<file path="config.mk">
export PLATFORM = sky130hd
export DESIGN_NAME = cpu6_mtimer
export DESIGN_NICKNAME = d
export VERILOG_FILES = /design/src/rtl/cpu6_mtimer_pkg.sv /design/src/rtl/cpu6_mtimer_presc.sv /design/src/rtl/cpu6_mtimer.sv
export SDC_FILE = /design/constraint.sdc
export NUM_CORES = 1
export LEC_CHECK = 0
export BUFFER_PORTS_ARGS = -buffer_cell sky130_fd_sc_hd__clkbuf_2
export CORE_UTILIZATION = 65
export DETAILED_ROUTE_END_ITERATION = 6
export PLACE_DENSITY = 0.82
export SLEW_MARGIN = 0
export SYNTH_ARGS = -nofsm -noshare
export SYNTH_HDL_FRONTEND = slang
export SYNTH_SLANG_ARGS = --single-unit
</file>
<file path="constraint.sdc">
create_clock -name clk -period 4.75 [get_ports clk]
set_input_delay 0.2375 -clock clk [delete_from_list [all_inputs] [get_ports clk]]
set_output_delay 0.2375 -clock clk [all_outputs]
set_load 0.01 [all_outputs]
</file>
<file path="src/rtl/cpu6_mtimer_pkg.sv">
// cpu6_mtimer_pkg: register offsets, ctrl field positions and defaults shared by the machine timer.
package cpu6_mtimer_pkg;
  localparam int CPU6_XLEN = 32;
  localparam int CPU6_PRESC_W = 8;
  localparam logic [63:0] CPU6_TMR_CMP_RST = 64'hFFFF_FFFF_FFFF_FFFF;
  localparam logic [2:0] CPU6_TMR_MTIME_LO = 3'd0;
  localparam logic [2:0] CPU6_TMR_MTIME_HI = 3'd1;
  localparam logic [2:0] CPU6_TMR_CMP_LO = 3'd2;
  localparam logic [2:0] CPU6_TMR_CMP_HI = 3'd3;
  localparam logic [2:0] CPU6_TMR_CTRL = 3'd4;
  localparam int CPU6_TMR_CTRL_EN = 0;
  localparam int CPU6_TMR_CTRL_DIV_LSB = 1;
  typedef enum logic {TMR_IDLE, TMR_RESP} tmr_st_e;
  function automatic logic tmr_mapped(input logic [2:0] idx);
    return idx <= CPU6_TMR_CTRL;
  endfunction
endpackage

</file>
<file path="src/rtl/cpu6_mtimer_presc.sv">
// cpu6_mtimer_presc: prescaler counting 0..div, one tick on the cycle the count equals div.
module cpu6_mtimer_presc #(
  parameter int PRESC_W = 8
) (
  input  logic               clk,
  input  logic               reset,
  input  logic               en,
  input  logic               clr,
  input  logic [PRESC_W-1:0] div,
  output logic               tick
);
  logic [PRESC_W-1:0] cnt;
  assign tick = en && (cnt == div);
  always_ff @(posedge clk or negedge reset)
    if (!reset) cnt <= '0;
    else cnt <= (clr || !en || tick) ? '0 : cnt + 1'b1;
endmodule

</file>
<file path="src/rtl/cpu6_mtimer.sv">
// cpu6_mtimer: memory-mapped 64-bit machine timer with prescaler, compare and registered level interrupt.
module cpu6_mtimer
  import cpu6_mtimer_pkg::*;
#(
  parameter int          XLEN    = CPU6_XLEN,
  parameter int          PRESC_W = CPU6_PRESC_W,
  parameter logic [63:0] CMP_RST = CPU6_TMR_CMP_RST
) (
  input  logic            clk,
  input  logic            reset,
  input  logic            tmr_req_valid,
  output logic            tmr_req_ready,
  input  logic            tmr_req_wr,
  input  logic [4:0]      tmr_req_addr,
  input  logic [XLEN-1:0] tmr_req_wdat,
  output logic            tmr_rsp_valid,
  input  logic            tmr_rsp_ready,
  output logic [XLEN-1:0] tmr_rsp_rdat,
  output logic            tmr_rsp_err,
  output logic            tmr_irq_r
);
  tmr_st_e st, st_nxt;
  logic [63:0] mtime, mtimecmp;
  logic [31:0] hi_snap;
  logic en;
  logic [PRESC_W-1:0] div;
  logic tick, accept, wr_acc, rd_acc;
  logic wr_lo, wr_hi, wr_clo, wr_chi, wr_ctrl;
  logic [2:0] idx;
  logic [XLEN-1:0] rd_mux;
  logic unused_addr;
  assign unused_addr = ^tmr_req_addr[1:0];
  assign idx = tmr_req_addr[4:2];
  assign tmr_req_ready = (st == TMR_IDLE);
  assign tmr_rsp_valid = (st == TMR_RESP);
  assign accept = tmr_req_valid && tmr_req_ready;
  assign wr_acc = accept && tmr_req_wr;
  assign rd_acc = accept && !tmr_req_wr;
  assign wr_lo = wr_acc && (idx == CPU6_TMR_MTIME_LO);
  assign wr_hi = wr_acc && (idx == CPU6_TMR_MTIME_HI);
  assign wr_clo = wr_acc && (idx == CPU6_TMR_CMP_LO);
  assign wr_chi = wr_acc && (idx == CPU6_TMR_CMP_HI);
  assign wr_ctrl = wr_acc && (idx == CPU6_TMR_CTRL);
  // mtime_hi reads return the half captured by the last mtime_lo read, giving a tear-free 64-bit pair
  always_comb begin
    rd_mux = '0;
    rd_mux = (idx == CPU6_TMR_MTIME_LO) ? XLEN'(mtime[31:0]) :
             (idx == CPU6_TMR_MTIME_HI) ? XLEN'(hi_snap) :
             (idx == CPU6_TMR_CMP_LO)   ? XLEN'(mtimecmp[31:0]) :
             (idx == CPU6_TMR_CMP_HI)   ? XLEN'(mtimecmp[63:32]) :
             (idx == CPU6_TMR_CTRL)     ? XLEN'({div, en}) : '0;
  end
  always_comb begin
    st_nxt = st;
    st_nxt = accept ? TMR_RESP : (tmr_rsp_valid && tmr_rsp_ready) ? TMR_IDLE : st;
  end
  always_ff @(posedge clk or negedge reset)
    if (!reset) st <= TMR_IDLE;
    else st <= st_nxt;
  cpu6_mtimer_presc #(.PRESC_W(PRESC_W)) u_presc (
    .clk  (clk),
    .reset(reset),
    .en   (en),
    .clr  (wr_ctrl),
    .div  (div),
    .tick (tick)
  );
  // a software write to either half suppresses that cycle's increment of the whole counter
  always_ff @(posedge clk or negedge reset)
    if (!reset) mtime <= '0;
    else if (wr_lo || wr_hi) begin
      if (wr_lo) mtime[31:0] <= tmr_req_wdat[31:0];
      if (wr_hi) mtime[63:32] <= tmr_req_wdat[31:0];
    end else if (tick) mtime <= mtime + 64'd1;
  always_ff @(posedge clk or negedge reset)
    if (!reset) mtimecmp <= CMP_RST;
    else begin
      if (wr_clo) mtimecmp[31:0] <= tmr_req_wdat[31:0];
      if (wr_chi) mtimecmp[63:32] <= tmr_req_wdat[31:0];
    end
  always_ff @(posedge clk or negedge reset)
    if (!reset) begin
      en <= 1'b0;
      div <= '0;
    end else if (wr_ctrl) begin
      en <= tmr_req_wdat[CPU6_TMR_CTRL_EN];
      div <= tmr_req_wdat[CPU6_TMR_CTRL_DIV_LSB +: PRESC_W];
    end
  always_ff @(posedge clk or negedge reset)
    if (!reset) hi_snap <= '0;
    else if (rd_acc && (idx == CPU6_TMR_MTIME_LO)) hi_snap <= mtime[63:32];
  always_ff @(posedge clk or negedge reset)
    if (!reset) begin
      tmr_rsp_rdat <= '0;
      tmr_rsp_err <= 1'b0;
    end else if (accept) begin
      tmr_rsp_rdat <= tmr_req_wr ? '0 : rd_mux;
      tmr_rsp_err <= !tmr_mapped(idx);
    end
  always_ff @(posedge clk or negedge reset)
    if (!reset) tmr_irq_r <= 1'b0;
    else tmr_irq_r <= (mtime >= mtimecmp);
endmodule

</file>
* Yosys cells after proc, flatten, opt, wreduce, memory -nomap -nowiden
Cells that the tools add are included.
** Storage, ports and cells
- Bits in registers :: 212
- Input bits :: 42
- Output and inout bits :: 36
- Word-level logic and storage cells :: 59
** Operators by class
- Add/subtract/negate cells :: 2
- Order comparisons :: 2
- Equality and inequality tests :: 7
- Muxes and demuxes :: 13
- Bitwise operators :: 1
- Reductions and logical operators :: 22
** Operator list (count)
- two-way mux 32 bit :: 7
- two-way mux 64 bit :: 2
- adder 64 x 1 -> 64 bit, second input constant :: 1
- >= comparator 64 bit :: 1
- logical AND 1 bit :: 11
- two-way mux 9 bit :: 1
- adder 8 x 1 -> 8 bit, second input constant :: 1
- == test 8 bit :: 1
- two-way mux 8 bit :: 1
- == test 3 x 2 -> 1 bit, second input constant :: 2
- inequality test 2 bit, second input constant :: 2
- AND reduction 2 bit :: 2
- nonzero test 2 bit :: 2
- == test 3 x 1 -> 1 bit, second input constant :: 1
- == test 3 bit, second input constant :: 1
- <= comparator 3 bit, second input constant :: 1
- zero test 1 bit :: 3
- zero test 3 bit :: 1
- logical OR 1 bit :: 3
- two-way mux 1 bit :: 2
- inverter 1 bit :: 1

* Logic depth before layout (Yosys ltp)
Gate-level depths: netlist of run 1.
- Depth in word-level cells :: 7
- Gate-level depth with buffers :: 11
- Gate-level depth less buffers :: 8

* Cells and area by module
Synthesis of run 1 repeated with hierarchy kept, for this count alone.
** Unflattened totals
- Cell total of the unflattened synthesis :: 1310
- Area total of the unflattened synthesis :: 12507.0 µm²
** Modules (own cells, without submodules)
- cpu6_mtimer :: times used 1, cells an instance 1264, area each 12035.3 µm², sequential area each 5185.0 µm²
- cpu6_mtimer_presc :: times used 1, cells an instance 46, area each 471.7 µm², sequential area each 200.2 µm²

* Worst setup path after synthesis of run 1
OpenSTA, ideal clock, no wires.
- Path kind :: register -> register
- Start point :: register u_presc.cnt[2]
- End point :: register mtime[45]
- Arrival :: 2.161 ns
- Required time :: 4.681 ns
- Slack :: 2.520 ns
- Cell stages (with the launch flop) :: 8
- Clock period less this slack :: 2.230 ns
- Cell sequence :: dfrtp_1 > xnor2_1 > nand3_1 > or3_1 > clkbuf_1 > or4_4 > or4_1 > nand3_1
** On the way
- Longest elaborated chain between the ends :: 4
** Ends and longest elaborated chain
- start: declaration :: RTL line cpu6_mtimer_presc.sv:12 : logic [PRESC_W-1:0] cnt;
- start signal: assignment :: RTL line cpu6_mtimer_presc.sv:16 : else cnt <= (clr || !en || tick) ? '0 : cnt + 1'b1;
- == test 8 bit :: RTL line cpu6_mtimer_presc.sv:13 : assign tick = en && (cnt == div);
- logical AND 1 bit :: RTL line cpu6_mtimer_presc.sv:13
- nonzero test 2 bit (no line)
- AND reduction 2 bit (no line)
- end signal: assignment :: RTL line cpu6_mtimer.sv:73 : if (wr_hi) mtime[63:32] <= tmr_req_wdat[31:0];
- end signal: assignment :: RTL line cpu6_mtimer.sv:74 : end else if (tick) mtime <= mtime + 64'd1;
- end: declaration :: RTL line cpu6_mtimer.sv:23 : logic [63:0] mtime, mtimecmp;
Every way passes these cells.
A chain may end at the register's enable or synchronous reset.

* Worst setup path after layout of run 1
- Start point :: register st (netlist: tmr_rsp_valid)
- End point :: register mtime[11]
** On the way
- Longest elaborated chain between the ends :: 7
** Ends and longest elaborated chain
- start: declaration :: RTL line cpu6_mtimer.sv:22 : tmr_st_e st, st_nxt;
- start signal: assignment :: RTL line cpu6_mtimer.sv:59 : else st <= st_nxt;
- inverter 1 bit * :: RTL line cpu6_mtimer.sv:34 : assign tmr_req_ready = (st == TMR_IDLE);
- logical AND 1 bit * :: RTL line cpu6_mtimer.sv:36 : assign accept = tmr_req_valid && tmr_req_ready;
- logical AND 1 bit * :: RTL line cpu6_mtimer.sv:37 : assign wr_acc = accept && tmr_req_wr;
- logical AND 1 bit, on equally long branches :: RTL line cpu6_mtimer.sv:39, cpu6_mtimer.sv:40
- logical OR 1 bit :: RTL line cpu6_mtimer.sv:71 : else if (wr_lo || wr_hi) begin
- inequality test 2 bit (no line) / nonzero test 2 bit (equally long branches)
- AND reduction 2 bit (no line)
- end signal: assignment :: RTL line cpu6_mtimer.sv:72 : if (wr_lo) mtime[31:0] <= tmr_req_wdat[31:0];
- end signal: assignment :: RTL line cpu6_mtimer.sv:74
Mark *: on every way between the ends. The rest lies on a longest branch, timed or not.

==> summary.txt, run 1 <==
Yosys
  • Most numerous cell in the Yosys netlist: dfrtp_1
  • Syn Area/Cell: 10.2 sq um
  • Synth top area share: 29.8%
  • Mapped Nets: 1328
  • Top post-synthesis cells by area: dfrtp_1 (30%), dfstp_2 (14%), mux2_2 (9.2%), ha_1 (6.6%), mux2i_1 (3.9%)
  • Mapped Cells: 1220
  • Post-synth EDFFs: 0
  • Synth Register Bits: 212
  • Main flop type after synthesis: dfrtp_1
  • Ys async rst share: 100%
  • Mapped Area: 12400 sq um
  • Yosys top cell by area: dfrtp_1
  • Synth Warn #: 0
  • Synth cell types: 71
  • Post-synthesis sequential area ratio: 43.3%
  • Synth cell count leaders: dfrtp_1 (148), mux2_2 (101), nand2_1 (83), a21oi_1 (80), inv_1 (75)

STA
  • Fmax: 0.312 GHz
  • Worst-Margin Slew: 1.32 ns
  • Final worst setup slack: 1.54 ns
  • Setup-failing EPs final: 0
  • Post-route minimum period: 3.21 ns
  • Clock Skews: 0.0124 ns
  • RSZ-0062 raised after global routing: no
  • Slew HR: 12.1%
  • Max-slew violations: 0
  • Setup TNS: 0 ns
  • Final period util: 67.6%
  • Final Hold Fails: 0

CTS
  • Clock latency on the worst-skew pair: 0.52 ns
  • H-tree levels: 1
  • Clk buf depth: 3
  • Clk root buf: clkbuf_16
  • Clock transition at path regs: 0.06 ns
  • Postcts setup bufs: 0
  • Clock buffer count from CTS: 24
  • CTS tree: built
  • Clk sink count: 212

Cells and area
  • Fin area: 13800 sq um
  • Fill cells: 1341
  • Layout area overhead: 10.7%
  • Layout cells sized above 1: 24.5%
  • Final-stage net count: 1382
  • Diodes inserted: 0

Worst setup path
  • Crit end category: register
  • CP Max Fanout: 43
  • CP required: 5.15 ns
  • WS Path Type: reg -> reg
  • CP Launch Type: register
  • Crit path DAT: 3.61 ns

Placement
  • PortBufs: 75
  • DPL Wire Length: 23.0 mm
  • Worst slack, placed: 1.74 ns
  • Area after DPL: 13000 sq um
  • RD Place Congestion: 0.909

Pwr
  • Max VDD drop: 340 uV
  • Cell area power density: 449 nW/um^2
  • Leakage: 5.95 nW

Global route
  • First-pass GRT wire length: 54.6 mm
  • Initial antenna violation count: 3
  • Vias in the first global route: 10300
  • Global route overflow: 0
  • Largest net degree at the start of global routing: 124
  • Gr usage total: 35.5%

Floorplanning
  • Rows: 50
  • Die Y-Extent: 140 um
  • Initial Utilization: 66.4%
  • I/O Pins: 78
  • Core area: 18700 sq um
  • Die footprint: 19700 sq um
  • Die width: 140 um

Status
  • Status: finished, final reports clean

Drt
  • DRT antenna net count: 0
  • DR vias/cell: 6.84
  • Final WL: 34.2 mm
  • Via count: 10400
  • WL/cell: 22.4 um
  • # DRC: 0
  • Iter 0 DRT Violations: 1072
  • DRT Pass-1 Iters: 5

Worst hold path
  • Worst min path class: in -> reg

Job
  • # Max-Cap Violations: 0
## worst max-delay path: stages (launching register included)
cell,delay [ns]
dfrtp_1,0.41
nor2b_1,0.38
and3_1,0.34
buf_4,0.48
nand2b_1,0.30
nand2_1,0.43
buf_4,0.32
o21ai_0,0.12
a22o_1,0.27
## path summary, 6_finish.rpt
| kind | start | endpoint | slack, ns | cells after the start |
|---|---|---|---|---|
| min in group asynchronous | reset | tmr_rsp_rdat[20]$_DFFE_PN0P_ | 0.41 | 2 |
| max in group asynchronous | reset | mtimecmp[32]$_DFFE_PN1P_ | 3.15 | 3 |
| min reg2reg | tmr_rsp_rdat[7]$_DFFE_PN0P_ | tmr_rsp_rdat[7]$_DFFE_PN0P_ | 0.48 | 2 |
| min | tmr_req_wdat[30] | mtimecmp[30]$_DFFE_PN1P_ | 0.003 | 2 |
| max | tmr_rsp_valid$_DFFE_PN0P_ | mtime[11]$_DFFE_PN0P_ | 1.54 | 8 |
| max reg2reg | tmr_rsp_valid$_DFFE_PN0P_ | mtime[11]$_DFFE_PN0P_ | 1.54 | 8 |
## registers in the layout (all words and copies together), names as in the netlist
| register | flops |
|---|---|
| en | 1 |
| mtimecmp | 64 |
| tmr_rsp_rdat | 32 |
| tmr_rsp_err | 1 |
| mtime | 64 |
| u_presc.cnt | 8 |
| tmr_rsp_valid | 1 |
| hi_snap | 32 |
| tmr_irq_r | 1 |
| div | 8 |
## kinds of logic (layout without fill, tap and decap cells)
kind of cell	count (synthesis)	after routing	share of synthesized area (%)
simple gates	327	327	13.9
compound gates	301	301	16.0
flops	212	212	43.3
mux	158	158	14.6
buf+inv	142	214	4.50
fa+ha+maj	66	66	6.64
xor+xnor	14	14	0.987
## through the flow
step / util [%] / hold slack (ns) / instances / power [mW]
2_1_floorplan: - / -0.0581 / 1220 / 3.79
3_3_place_gp: 69.4 / 0.415 / 1478 / 4.28
3_5_place_dp: 69.4 / 0.415 / 1478 / 4.38
4_1_cts: 73.6 / 0.000792 / 1526 / 6.16
5_1_grt: 73.6 / 0.0147 / 1526 / 6.50
6_report: 73.6 / 0.00302 / 1526 / 6.18
## timing repair
action,4_1_cts,5_1_grt
resized for setup,0,0
hold buffers,4,0
endpoints found under the hold margin,92,0
## per-layer routing
metal | part of all wire [%] | wire length (um) | up-vias | global-route usage (%)
met5 | 0 | 0 | - | 0
met4 | 3.3 | 1110 | 0 | 13.2
met3 | 8.8 | 2990 | 109 | 7.21
met2 | 46 | 15800 | 541 | 56.9
met1 | 42 | 14300 | 5156 | 48.0
li1 | - | - | 4630 | -
## layout make-up
class                      instances  area, sq um  share of cell area (%)
clock buffer                      41          726                    5.27
clock inverter                     3         17.5                   0.127
inverter                          75          282                    2.05
multi-input combinational        866         6510                    47.3
sequential                       212         5390                    39.1
tap                              234          293                    2.13
timing repair buffer              95          548                    3.98
## placed cells by master, fill, tap and decap left out, types with 6 or more instances in the layout
cell type	count
dfrtp_1	148
mux2_2	101
nand2_1	83
a21oi_1	80
inv_1	75
clkbuf_2	73
ha_1	66
nor2_1	65
dfstp_2	64
o21ai_0	50
mux2i_1	48
nand3_1	42
nand4_1	32
a22oi_1	26
a22o_1	26
clkbuf_16	25
and2_1	17
o22a_1	17
buf_4	17
a31oi_1	15
o22ai_1	14
and3_1	13
nor3_1	13
clkbuf_1	12
nor2b_1	11
xnor2_1	9
mux4_2	9
o21a_1	8
a41oi_1	8
and4_1	8
o21ai_1	8
nor4_1	7
o211ai_1	6
## report_power, final
| part | switching (mW) | leakage, nW | internal [mW] |
|---|---|---|---|
| clock | 0.734 | 0.359 | 1.03 |
| sequential | 0.446 | 2.48 | 2.30 |
| combinational | 0.888 | 3.11 | 0.781 |
| total | 2.07 | 5.95 | 4.11 |
Power figures use the tool's default switching activity.
==> run 2: changes to the inputs <==
--- a/config.mk
+++ b/config.mk
@@ -6,9 +6,9 @@
 export NUM_CORES = 1
 export LEC_CHECK = 0
 export BUFFER_PORTS_ARGS = -buffer_cell sky130_fd_sc_hd__clkbuf_2
-export CORE_UTILIZATION = 65
+export CORE_UTILIZATION = 56
 export DETAILED_ROUTE_END_ITERATION = 6
-export PLACE_DENSITY = 0.82
+export PLACE_DENSITY = 0.74
 export SLEW_MARGIN = 0
 export SYNTH_ARGS = -nofsm -noshare
 export SYNTH_HDL_FRONTEND = slang
==> constraint.sdc (replaced) <==
create_clock -name clk -period 2.91 [get_ports clk]
set_input_delay 0.1455 -clock clk [delete_from_list [all_inputs] [get_ports clk]]
set_output_delay 0.1455 -clock clk [all_outputs]
set_load 0.01 [all_outputs]
==> run 2 against run 1 <==
Compared with the run above: worst setup slack got worse by 1.2 ns; register-to-register slack got worse by 1.2 ns; power increased by 71%; non-clock buffer count increased by 62; die area increased by 16%; cell count increased by 7.1%; flip-flop and latch count unchanged; critical path type unchanged; largest cell class unchanged.
==> summary.txt, run 2 (synthesis gave the netlist of run 1 again) <==
STA
  • Fmax: 0.384 GHz (+23%)
  • Clock Skews: 0.00914 ns (-0.00329 ns)
  • Max-slew violations: 0 (unchanged)
  • RSZ-0062 raised after global routing: no
  • Final Hold Fails: 0 (unchanged)
  • Setup TNS: 0 ns (unchanged)
  • Worst hold slack: 0.0618 ns (+0.0587 ns)
  • Setup-failing EPs final: 0 (unchanged)
  • Worst-Margin Slew: 0.770 ns (-0.547 ns)
  • Post-route minimum period: 2.60 ns (-0.608 ns)
  • Final period util: 89.4% (+22 points)
  • Slew HR: 48.6% (+36 points)
  • Final worst setup slack: 0.309 ns (-1.23 ns)

Worst setup path
  • Critical Path Start: mtimecmp[61]$_DFFE_PN1P_
  • Delay-heaviest family, CP: simple AND/OR/NAND/NOR gates
  • Crit end category: register
  • Crit path DAT: 3.02 ns (-0.59 ns)
  • Max incr delay on CP: 0.54 ns (+0.06 ns)
  • Reg2Reg Setup Slack: 0.31 ns (-1.23 ns)
  • CP required: 3.33 ns (-1.82 ns)
  • CP Launch Type: register
  • Slowest cell on crit path: dfstp_2
  • FF-to-FF End: tmr_irq_r$_DFF_PN0_
  • CP bufs+invs: 1 (-1)
  • Worst path depth: 7 (-1)
  • CP Max Fanout: 3 (-93%)
  • Cell breakdown of the critical path: inv_1, ha_1, nand4_1, nor4_1, or3b_2, nand4b_1, o31ai_1
  • Worst Reg-to-Reg Cells: 7 (-1)
  • WS Path Type: reg -> reg
  • CP endpoint: tmr_irq_r$_DFF_PN0_
  • Reg2Reg Launch Point: mtimecmp[61]$_DFFE_PN1P_

Cells and area
  • Fin area: 14500 sq um (+5.5%)
  • Most frequent cells in the layout: dfrtp_1 (148), mux2_2 (101), nand2_1 (83)
  • Fill cells: 1731 (+29%)
  • Most common cell after layout, fill and taps aside: dfrtp_1
  • Fin cells: 1634 (+7.1%)
  • Largest regs: mtime x64, mtimecmp x64
  • Layout cells sized above 1: 26.5% (+2.0 points)
  • Util after Layout: 66.5% (-7.0 points)
  • Final-stage net count: 1444 (+4.5%)
  • Layout area overhead: 16.8%
  • Diodes inserted: 0 (unchanged)

Floorplanning
  • I/O Pins: 78 (unchanged)
  • Die footprint: 22800 sq um (+16%)
  • Core area: 21800 sq um (+17%)
  • Die width: 151 um (+7.6%)
  • Initial Utilization: 57.0% (-9.5 points)
  • Rows: 54 (+8.0%)
  • Die Y-Extent: 151 um (+7.6%)

Drt
  • Via count: 10400 (-0.58%)
  • DR vias/cell: 6.35 (-7.2%)
  • WL/cell: 21.3 um (-5.0%)
  • # DRC: 0 (unchanged)
  • DRT Pass-1 Iters: 6 (+1)
  • Final WL: 34.8 mm (+1.7%)
  • Iter 0 DRT Violations: 922 (-14%)
  • DRT antenna net count: 0 (unchanged)

Pwr
  • Switching Share: 32.2% (-1.2 points)
  • Tot Pwr: 10.6 mW (+71%)
  • Leakage: 6.32 nW (+6.1%)
  • Sequential share of power: 41.4% (-3.0 points)
  • Cell area power density: 729 nW/um^2 (+62%)
  • Max VDD drop: 509 uV (+50%)
  • Clock power share: 31.0% (+2.4 points)
  • Cell Int Power: 7.18 mW (+75%)
  • NetSw: 3.42 mW (+65%)
  • Comb pwr share: 27.6% (+0.6 points)

Global route
  • First-pass GRT wire length: 55.1 mm (+0.92%)
  • Global route overflow: 0 (unchanged)
  • Vias in the first global route: 10100 (-1.3%)
  • Largest net degree at the start of global routing: 96 (-23%)
  • Initial antenna violation count: 0 (-3)
  • Gr usage total: 31.4% (-4.2 points)

Placement
  • Worst slack, placed: 0.381 ns (-1.36 ns)
  • Inst Count DP: 1556 (+5.3%)
  • PortBufs: 75 (unchanged)
  • Area after DPL: 13300 sq um (+2.6%)
  • DPL Wire Length: 24.3 mm (+5.4%)
  • RD Place Congestion: 0.927 (+2.0%)

CTS
  • Postcts setup bufs: 0 (unchanged)
  • # hold bufs at CTS: 34 (+30)
  • Clock transition at path regs: 0.06 ns (about the same)
  • Clk buf depth: 3 (unchanged)
  • Clock buffer count from CTS: 24 (unchanged)
  • Clock latency on the worst-skew pair: 0.53 ns (about the same)
  • Clk root buf: clkbuf_16
  • Clk sink count: 212 (unchanged)
  • CTS tree: built
  • Cts repair resizes: 0 (unchanged)
  • H-tree levels: 1 (unchanged)

Worst hold path
  • Worst min-delay path startpoint: tmr_req_addr[2]
  • Worst min path class: in -> reg

Job
  • # Max-Cap Violations: 0 (unchanged)

Status
  • Status: finished, final reports clean
==> run 2: cell count changes in the layout (fill, tap and decap cells not counted), sizes merged <==
cell,delta
bufinv,+4
clkbuf,-7
buf,+32
dlygate4sd3,+30
clkinv,+3
==> run 2: cell type report <==
type	count	area [sq um]	area share [%]
multi-input combinational	866	6520	44.9
sequential	212	5390	37.1
timing repair buffer	157	1130	7.76
clock buffer	34	709	4.89
tap	280	350	2.41
inverter	75	282	1.94
clock inverter	10	153	1.05
==> run 2: power groups by stage <==
stage          sequential, mW  combinational [mW]  clock [mW]
5_1_grt                  4.48                3.25        3.41
3_5_place_dp             4.42                2.84           0
4_1_cts                  4.37                2.91        3.32
6_report                 4.39                2.92        3.28
2_1_floorplan            4.26                1.93           0
3_3_place_gp             4.37                2.73           0
==> run 2: worst min path at each step <==
| stage | end | cells after the start |
|---|---|---|
| 2_1_floorplan | div[0]$_DFFE_PN0P_ | 0 |
| 3_3_place_gp | tmr_rsp_rdat[20]$_DFFE_PN0P_ | 1 |
| 3_5_place_dp | tmr_rsp_rdat[20]$_DFFE_PN0P_ | 1 |
| 4_1_cts | tmr_rsp_err$_DFFE_PN0P_ | 4 |
| 5_1_grt | tmr_rsp_err$_DFFE_PN0P_ | 4 |
| 6_report | tmr_rsp_err$_DFFE_PN0P_ | 4 |
==> run 2: routing by layer <==
layer / vias to the layer above / share of wire [%] / track usage, %
met2: 391 / 46 / 50.1
li1: 4765 / - / -
met5: - / 0 / 0
met1: 5145 / 45 / 44.2
met4: 0 / 2.4 / 9.20
met3: 74 / 6.3 / 4.46
==> run 2: worst min-delay path: cells and delay by family <==
family,cells,cell delay (ns)
compound gates,1,0.12
simple gates,2,0.17
buf+inv,1,0.11
